### config.mk
export PLATFORM = sky130hd
export DESIGN_NAME = eth_frame_seq
export DESIGN_NICKNAME = d
export VERILOG_FILES = /design/src/rtl/eth_frame_seq.sv
export SDC_FILE = /design/constraint.sdc
export NUM_CORES = 2
export LEC_CHECK = 0
export CAP_MARGIN = 20
export CORE_ASPECT_RATIO = 1.1
export CORE_MARGIN = 1.5
export CORE_UTILIZATION = 25
export CTS_CLUSTER_DIAMETER = 80
export DETAILED_ROUTE_END_ITERATION = 12
export GPL_TIMING_DRIVEN = 0
export HOLD_SLACK_MARGIN = 0.02
export RECOVER_POWER = 100
export SYNTH_ARGS = -nofsm -noshare
export SYNTH_HDL_FRONTEND = slang
export SYNTH_SLANG_ARGS = --single-unit
### constraint.sdc
create_clock -name clk -period 3.85 [get_ports clk]
set_clock_uncertainty 0.2 [all_clocks]
set_input_delay 0.5775 -clock clk [delete_from_list [all_inputs] [get_ports clk]]
set_output_delay 0.5775 -clock clk [all_outputs]
set_load 0.01 [all_outputs]
### src/rtl/eth_frame_seq.sv
// eth_frame_seq: sequences stored Ethernet frames from a slotted message RAM
// onto a valid/ready byte stream, on a periodic timer or a manual trigger.
module eth_frame_seq #(
   parameter int NSLOT    = 4,
   parameter int DEPTH    = 64,
   parameter int INTERVAL = 125000000,
   parameter int IFG      = 12,
   localparam int SW = $clog2(NSLOT),
   localparam int BW = $clog2(DEPTH),
   localparam int AW = SW + BW,
   localparam int LW = BW + 1
) (
   input  logic          clk,
   input  logic          reset,
   input  logic          enable,
   input  logic          trig,
   input  logic [SW-1:0] trig_slot,
   input  logic          wr_en,
   input  logic [AW-1:0] wr_addr,
   input  logic [7:0]    wr_data,
   input  logic          len_we,
   input  logic [SW-1:0] len_slot,
   input  logic [LW-1:0] len_data,
   output logic          tx_start,
   output logic          tx_valid,
   output logic [7:0]    tx_data,
   output logic          tx_error,
   input  logic          tx_ready,
   output logic          busy,
   output logic          frame_done,
   output logic [15:0]   frame_count,
   output logic [15:0]   drop_count
);
   localparam int CW = $clog2(INTERVAL);
   localparam int GW = $clog2(IFG + 1);

   typedef enum logic [1:0] {IDLE, LOAD, SEND, GAP} state_t;

   state_t        state_q, state_d;
   logic [7:0]    mem [NSLOT*DEPTH];
   logic [7:0]    rd_q;
   logic [LW-1:0] len_q [NSLOT];
   logic [CW-1:0] int_q, int_d;
   logic [SW-1:0] auto_slot_q, auto_slot_d, pend_slot_q, pend_slot_d;
   logic [SW-1:0] cur_slot_q, cur_slot_d, req_slot, src_slot;
   logic          pend_v_q, pend_v_d, tx_valid_q, tx_valid_d, frame_done_q, frame_done_d;
   logic [LW-1:0] cur_len_q, cur_len_d;
   logic [BW-1:0] idx_q, idx_d, idx_n;
   logic [GW-1:0] gap_q, gap_d;
   logic [15:0]   frame_count_q, frame_count_d, drop_count_q, drop_count_d;
   logic          auto_req, req_v, lost, full_drop, rd_en;
   logic [16:0]   drop_sum;

   always_comb begin
      auto_req      = enable && int_q == CW'(INTERVAL - 1);
      int_d         = (!enable || auto_req) ? '0 : int_q + 1'b1;
      auto_slot_d   = auto_slot_q + SW'(auto_req);
      req_slot      = trig ? trig_slot : auto_slot_q;
      req_v         = (trig || auto_req) && len_q[req_slot] != '0;
      lost          = trig && auto_req && len_q[auto_slot_q] != '0;
      src_slot      = pend_v_q ? pend_slot_q : req_slot;
      full_drop     = req_v && state_q != IDLE && pend_v_q;
      // In IDLE the pending entry is consumed, so a new request can refill it
      pend_v_d      = state_q == IDLE ? pend_v_q && req_v : pend_v_q || req_v;
      pend_slot_d   = (req_v && (state_q == IDLE || !pend_v_q)) ? req_slot : pend_slot_q;
      drop_sum      = {1'b0, drop_count_q} + 17'(lost) + 17'(full_drop);
      drop_count_d  = drop_sum[16] ? 16'hFFFF : drop_sum[15:0];
      idx_n         = state_q == LOAD ? '0 : idx_q + 1'b1;
      state_d       = state_q;
      cur_slot_d    = cur_slot_q;
      cur_len_d     = cur_len_q;
      idx_d         = idx_q;
      gap_d         = gap_q;
      tx_valid_d    = tx_valid_q;
      frame_done_d  = 1'b0;
      frame_count_d = frame_count_q;
      rd_en         = 1'b0;
      case (state_q)
         IDLE: if ((pend_v_q || req_v) && len_q[src_slot] != '0) begin
            state_d    = LOAD;
            cur_slot_d = src_slot;
            cur_len_d  = len_q[src_slot];
         end
         LOAD: begin
            rd_en      = 1'b1;
            idx_d      = idx_n;
            tx_valid_d = 1'b1;
            state_d    = SEND;
         end
         SEND: if (tx_valid_q && tx_ready) begin
            if ({1'b0, idx_q} == cur_len_q - 1'b1) begin
               tx_valid_d    = 1'b0;
               frame_done_d  = 1'b1;
               frame_count_d = frame_count_q + 1'b1;
               gap_d         = '0;
               state_d       = GAP;
            end else begin
               rd_en = 1'b1;
               idx_d = idx_n;
            end
         end
         default: begin
            gap_d = gap_q + 1'b1;
            if (gap_q == GW'(IFG - 1)) state_d = IDLE;
         end
      endcase
   end

   // RAM read register only moves on a read, which holds tx_data through stalls
   always_ff @(posedge clk) begin
      if (wr_en) mem[wr_addr] <= wr_data;
      if (rd_en) rd_q <= mem[{cur_slot_q, idx_n}];
   end

   always_ff @(posedge clk) begin
      if (reset) begin
         state_q       <= IDLE;
         int_q         <= '0;
         auto_slot_q   <= '0;
         pend_v_q      <= 1'b0;
         pend_slot_q   <= '0;
         cur_slot_q    <= '0;
         cur_len_q     <= '0;
         idx_q         <= '0;
         gap_q         <= '0;
         tx_valid_q    <= 1'b0;
         frame_done_q  <= 1'b0;
         frame_count_q <= '0;
         drop_count_q  <= '0;
         for (int i = 0; i < NSLOT; i++) len_q[i] <= '0;
      end else begin
         state_q       <= state_d;
         int_q         <= int_d;
         auto_slot_q   <= auto_slot_d;
         pend_v_q      <= pend_v_d;
         pend_slot_q   <= pend_slot_d;
         cur_slot_q    <= cur_slot_d;
         cur_len_q     <= cur_len_d;
         idx_q         <= idx_d;
         gap_q         <= gap_d;
         tx_valid_q    <= tx_valid_d;
         frame_done_q  <= frame_done_d;
         frame_count_q <= frame_count_d;
         drop_count_q  <= drop_count_d;
         if (len_we) len_q[len_slot] <= len_data > LW'(DEPTH) ? LW'(DEPTH) : len_data;
      end
   end

   assign tx_start    = state_q == LOAD;
   assign tx_valid    = tx_valid_q;
   assign tx_data     = tx_valid_q ? rd_q : 8'h00;
   assign tx_error    = 1'b0;
   assign busy        = state_q != IDLE;
   assign frame_done  = frame_done_q;
   assign frame_count = frame_count_q;
   assign drop_count  = drop_count_q;
endmodule
After elaboration in Yosys (flattened, before gate mapping). Memory sizes are Yosys's and may differ from the RTL's. A register that Yosys moved wholly into a read port is not among the register bits. Index checks and enable logic that the tools add are counted.

Register bits after elaboration: 87. Latch bits: 0. Bits in writable memories: 2076. Bits in read-only memories: 0. Memories: 2.

Add/sub/neg operators: 8. Multipliers: 0. Div/mod/pow operators: 0. $lt $le $gt $ge: 1. Eq/ne operators: 9. Shift-type cells: 0. Multiplexer cells: 36. Bitwise logic cells: 3. Reduce and logical (&&, ||, !) cells: 33.

Memory list: mem (depth 256, bits a word 8, rd ports 1, clocked after memory_dff 1, write ports 1, line 40) `logic [7:0] mem [NSLOT*DEPTH];`; len_q (depth 4, bits a word 7, rd ports 3, clocked after memory_dff 1, write ports 4, line 42) `logic [LW-1:0] len_q [NSLOT];`.

Operator list (count): adder 27 x 1 -> 27 bit, second input constant (1); equality test 27 bit, second input constant (1); nonzero test 7 bit (3); 2-to-1 mux 6 bit (3); adder 16 x 1 -> 17 bit (1); adder 17 x 1 -> 17 bit (1); adder 16 x 1 -> 16 bit, second input constant (1); 2-to-1 mux 16 bit (1); 2-to-1 mux 2 bit (8); 2-to-1 mux 1 bit (14); 2-to-1 mux 7 bit (2); one-hot mux 6 bit (2 select lines) (1); AND reduction 3 bit (4); logical AND 1 bit (10); 2-to-1 mux 4 bit (2); 2-to-1 mux 8 bit (1); one-hot mux 4 bit (2 select lines) (1); equality test 6 x 7 -> 1 bit (1); > comparator 7 bit, second input constant (1); OR reduction 7 bit (1); subtractor 7 x 1 -> 7 bit, second input constant (1); adder 6 x 1 -> 6 bit, second input constant (1); inequality test 2 bit, second input constant (3); one-hot mux 2 bit (3 select lines) (1); 17 further kinds (26).

Depth between registers and ports, before layout.
Depth in word-level cells: 8. Gate-level depth with buffers: 16. Mapped depth without buffers: 14.

Worst setup path before layout. OpenSTA, ideal clock, no wires.

Kind: register to register. Start point: reg int_q[0]. End point: reg drop_count_q[10], in the netlist drop_count[10]. Setup time: 0.070 ns. Arrival time: 3.181 ns. Data required time: 3.580 ns. Slack: 0.398 ns. Stages on the path, launching flop included: 16. Buffers on the path: 2. Clock period less this slack: 3.452 ns. Cells stage by stage: dfxtp_1 ha_1 and4_1 buf_2 nand2_1 o41ai_1 and3_1 nand3_1 fa_1 inv_1 ha_1 nand3_1 nor2_1 nand3_1 clkbuf_1 a21oi_1.

Cells in the longest elaborated chain, start to end: 8. Elaborated cells between the ends (all ways): 11. Those cells by class: add/sub (2); eq/ne (1); mux (1); reduce/logical (7).

RTL lines: start, declared (line 43) `logic [CW-1:0] int_q, int_d;`; start signal, assigned (line 133) `int_q <= int_d;`; equality test 27 bit (*) (line 55) `auto_req = enable && int_q == CW'(INTERVAL - 1);`; logical AND 1 bit (*) (line 55); parallel branches: the longest is 4 deep, another holds adder 16 x 1 -> 17 bit; adder 17 x 1 -> 17 bit (*) (line 66) `drop_sum = {1'b0, drop_count_q} + 17'(lost) + 17'(full_drop);`; 2-to-1 mux 16 bit (*) (line 67) `drop_count_d = drop_sum[16] ? 16'hFFFF : drop_sum[15:0];`; end signal, assigned (line 144) `drop_count_q <= drop_count_d;`; end, declared (line 50) `logic [15:0] frame_count_q, frame_count_d, drop_count_q, drop_count_d;`.

Mark *: on every way between the ends. A chain may end at the register's enable or synchronous reset.

Worst setup path in the final report.
Start point: reg state_q[1]. End point: reg rd_q[6], read port of mem (data pin).

Cells in the longest elaborated chain, start to end: 2. Elaborated cells between the ends (all ways): 4. Those cells by class: eq/ne (2); mux (2).

RTL lines: start, declared (line 39) `state_t state_q, state_d;`; start signal, assigned (line 132) `state_q <= state_d;`; equality test 2 bit / equality test 2 x 1 -> 1 bit (equally long branches) (line 78, 68); one-hot mux 1 bit (2 select lines) / 2-to-1 mux 6 bit (equally long branches) (line 78, 68); end, declared (line 41) `logic [7:0] rd_q;`.

Parallel ways exist; a longest one is shown, timed or not.

==> flow_summary_export.csv <==
group,metric,value,unit
routing,num_vias,51000,
worst_setup_path,path_class,"register to register",
yosys,ys_seq_area_share,74.4,%
clock_tree,clock_latency,0.91,ns
timing,maxSlewViolCount,1236,
worst_setup_path,crit_buf_inv,5,
pwr,power.leakage,32.2,nW
pwr,finalPower,0.0557,W
clock_tree,clkTransAtPathRegs,0.06,ns
cells_and_area,syn2layout_area_growth,20.5,%
worst_setup_path,regToRegSetupSlack,-0.63,ns
routing,drc,0,
cells_and_area,regArea,0.0643,mm^2
yosys,syn_nets,4813,
clock_tree,cts_buffer_depth,3,
yosys,ys_seq_elements,2171,
cells_and_area,layout.nets,5259,
yosys,syn_avg_cell_area,18.1,um^2
timing,min_period,4.48,ns
pwr,vdd.ir_drop.worst,496,uV
hold_path,whs_path_depth,1,
timing,whs,0.244,ns
routing,vias_per_cell,5.11,
cells_and_area,drive_above_1_share,23.6,%
routing,routed_wl,301000,um
grt,track_usage,16.7,%
cells_and_area,final_cells,9971,
routing,dr.first_iter.drc_count,7332,
worst_setup_path,r2r-end,"rd_q[6]$_DFFE_PP_",
clock_tree,cts_buffers,219,
routing,drtPass1Iterations,7,
yosys,ys_types,86,
yosys,synth_ff_type,"edfxtp_1",
worst_setup_path,worstPathRequired,4.24,ns
grt,grt.overflow.total,0,
timing,setup_viol,210,
placement,place_inst,9461,
hold_path,worstHoldStart,"int_q[0]$_SDFF_PP0_",
hold_path,hold_class,"register to register",
worst_setup_path,cpMaxStageDelayCell,"a211oi_1",
placement,place_hpwl,210000,um
floorplan,die_x,564,um
run_status,violations,"max-capacitance violations, max-slew violations, negative setup slack",
yosys,synth_edf_count,2084,
worst_setup_path,path_cells,"inv_2 -> ha_4 -> nor2_8 -> buf_12 -> buf_16 -> buf_16 -> buf_4 -> o22ai_1 -> mux4_2 -> mux2_2 -> a211oi_1 -> a211oi_2 -> nand4_1",
floorplan,top_level_ports,79,
placement,io_buffers,75,
floorplan,die_h,620,um
cells_and_area,multi_input_area,0.0216,mm^2
routing,wire_per_inst,30.2,um
worst_setup_path,cp.arrival,4.87,ns
grt,grt_pass1_wl,405000,um
floorplan,start_util,25.1,%
run,drv_cap,14,
yosys,async_reset_ff_share,0,%
worst_setup_path,critPathCaptureType,"register",
grt,grt_max_degree,138,
timing,period_share,116,%
run_status,outcome,"complete, but fails checks",
timing,timing.fmax,223,MHz
worst_setup_path,cpMostUsedCell,"buf_16",
clock_tree,cts_max_level,4,
timing,hold_viol,0,
grt,antenna_found_initial,28,
yosys,syn_inst,4768,
clock_tree,clock-sinks,2171,
floorplan,core_area,0.344,mm^2
worst_setup_path,crit-reg2reg-launch,"state_q[1]$_SDFFE_PP0P_",
timing,setup_tns,-26.00,ns
worst_setup_path,rr_worst_depth,13,
pwr,p_per_area,535,mW/mm^2
worst_setup_path,cpPeakStageDelay,0.80,ns
clock_tree,cts_root_buf,"clkbuf_16",
timing,setup_slack,-0.625,ns
timing,rsz0062_at_grt,"yes",
grt,grt_pass1_vias,49600,
clock_tree,cts_tree,"done",
floorplan,die-area,0.349,mm^2
cells_and_area,fillers,33200,
hold_path,min_to,"int_q[0]$_SDFF_PP0_",
timing,relSlewSlack,-120,%
placement,gp_congestion,1.05,
worst_setup_path,critPathLaunchType,"register",
yosys,ys_warn_count,0,
floorplan,rows,226,
timing,worst_pin_slew,3.29,ns
worst_setup_path,crit_family,"compound AO/OA/AOI/OAI gates",
yosys,syn_area,0.0864,mm^2
routing,antenna_left,0,
worst_setup_path,path_max_fanout,8,
-- cell usage after synthesis, types with 34 or more instances --
| cell | number | area share (%) |
|---|---|---|
| nor2_1 | 367 | 1.6 |
| mux4_2 | 338 | 8.8 |
| dfxtp_1 | 87 | 2.0 |
| nand3_1 | 76 | 0.44 |
| a211oi_1 | 93 | 0.81 |
| nor3b_1 | 41 | 0.36 |
| inv_1 | 34 | 0.15 |
| mux2i_1 | 230 | 2.7 |
| o22ai_1 | 250 | 1.8 |
| clkbuf_1 | 136 | 0.59 |
| o21ai_0 | 36 | 0.21 |
| buf_2 | 75 | 0.43 |
| nor3_1 | 40 | 0.23 |
| a21oi_1 | 69 | 0.40 |
| a2111oi_0 | 52 | 0.53 |
| o221ai_1 | 44 | 0.45 |
| nand2_1 | 146 | 0.63 |
| edfxtp_1 | 2084 | 72 |
| nand4_1 | 45 | 0.33 |
| buf_4 | 58 | 0.50 |
-- registers in the layout, indices dropped and copies added (netlist names), 2 cells and up --
name and flops:
cur_len_q 7, drop_count 16, int_q 27, pend_slot_q 2, idx_q 6, cur_slot_q 2
state_q 2, mem 2048, frame_count 16, len_q 28, gap_q 4, rd_q 8
auto_slot_q 2
-- routing by layer --
layer / share of wire [%] / global-route usage (%)
met5: 0.031 / 0
met1: 36 / 20.1
met4: 7.3 / 10.8
met3: 11 / 5.03
met2: 45 / 26.2
-- cell usage in the layout, fill, tap and decap left out, types with 32 or more instances in the layout --
master         count
a2111oi_0         43
a211oi_1          76
a21oi_1           63
buf_12            34
buf_4            120
buf_6             53
buf_8             44
clkbuf_1         117
clkbuf_16        223
clkbuf_2          52
clkinv_1          52
clkinv_2          34
dfxtp_1           81
dlygate4sd3_1     41
edfxtp_1        2084
inv_1             32
mux2i_1          201
mux4_2           338
nand2_1          140
nand3_1           72
nand4_1           45
nor2_1           353
nor3_1            36
nor3b_1           42
o221ai_1          33
o22ai_1          221
-- through the flow --
step | instance area (um^2) | util [%] | setup WS [ns]
floorplan | 86400 | - | 0.398
global placement | 92900 | 27.0 | -6.39
detailed placement | 94000 | 27.3 | -2.14
CTS | 103000 | 30.1 | -0.284
global route | 104000 | 30.3 | -0.413
finish | 104000 | 30.3 | -0.625
-- area by class of cell --
| cell class | count | share of cell area [%] |
|---|---|---|
| diodes | 14 | 0.0336 |
| plain buffers | 308 | 2.81 |
| clock buffers | 273 | 5.57 |
| clock inverters | 131 | 1.21 |
| inverters | 35 | 0.130 |
| multi-input cells | 2250 | 20.7 |
| flip-flops and latches | 2171 | 61.8 |
| well taps | 4560 | 5.48 |
| repair buffers | 229 | 2.26 |
-- power breakdown --
part / switching (W) / internal, W
Sequential: 0.0000942 / 0.0261
Clock: 0.00926 / 0.0118
Combinational: 0.00523 / 0.00326
-- kinds of logic after synthesis --
family          share of synthesized area, %
other cells                          0.00434
flops                                   74.4
buf+inv                                 2.14
simple gates                            4.72
xor+xnor                               0.527
mux                                     12.1
fa+ha+maj                              0.168
compound gates                          5.92
-- worst register-to-register path: stages (launching register included) --
cell	delay (ns)
dfxtp_2	0.34
inv_2	0.05
ha_4	0.23
nor2_8	0.20
buf_12	0.17
buf_16	0.17
buf_16	0.18
buf_4	0.17
o22ai_1	0.14
mux4_2	0.51
mux2_2	0.34
a211oi_1	0.80
a211oi_2	0.23
nand4_1	0.47
-- worst max-delay path by stage --
stage,slack (ns),cells after the start,to,startpoint
2_1_floorplan,0.40,15,drop_count[10]$_SDFF_PP0_,int_q[0]$_SDFF_PP0_
3_3_place_gp,-6.39,1,mem[112][1]$_DFFE_PP_,wr_data[1]
3_5_place_dp,-2.14,13,rd_q[1]$_DFFE_PP_,state_q[1]$_SDFFE_PP0P_
4_1_cts,-0.28,13,rd_q[2]$_DFFE_PP_,state_q[1]$_SDFFE_PP0P_
5_1_grt,-0.41,11,rd_q[2]$_DFFE_PP_,state_q[1]$_SDFFE_PP0P_
6_report,-0.63,13,rd_q[6]$_DFFE_PP_,state_q[1]$_SDFFE_PP0P_
-- repair_timing --
action                                 CTS  global route
resized for setup                      490           190
hold buffers                             2             0
cloned                                   0             1
setup endpoints to repair               47           149
buffers inserted                        47            42
endpoints found under the hold margin   82             0
pin swaps                               37            37
No activity file was read; power rests on OpenSTA's default activity.
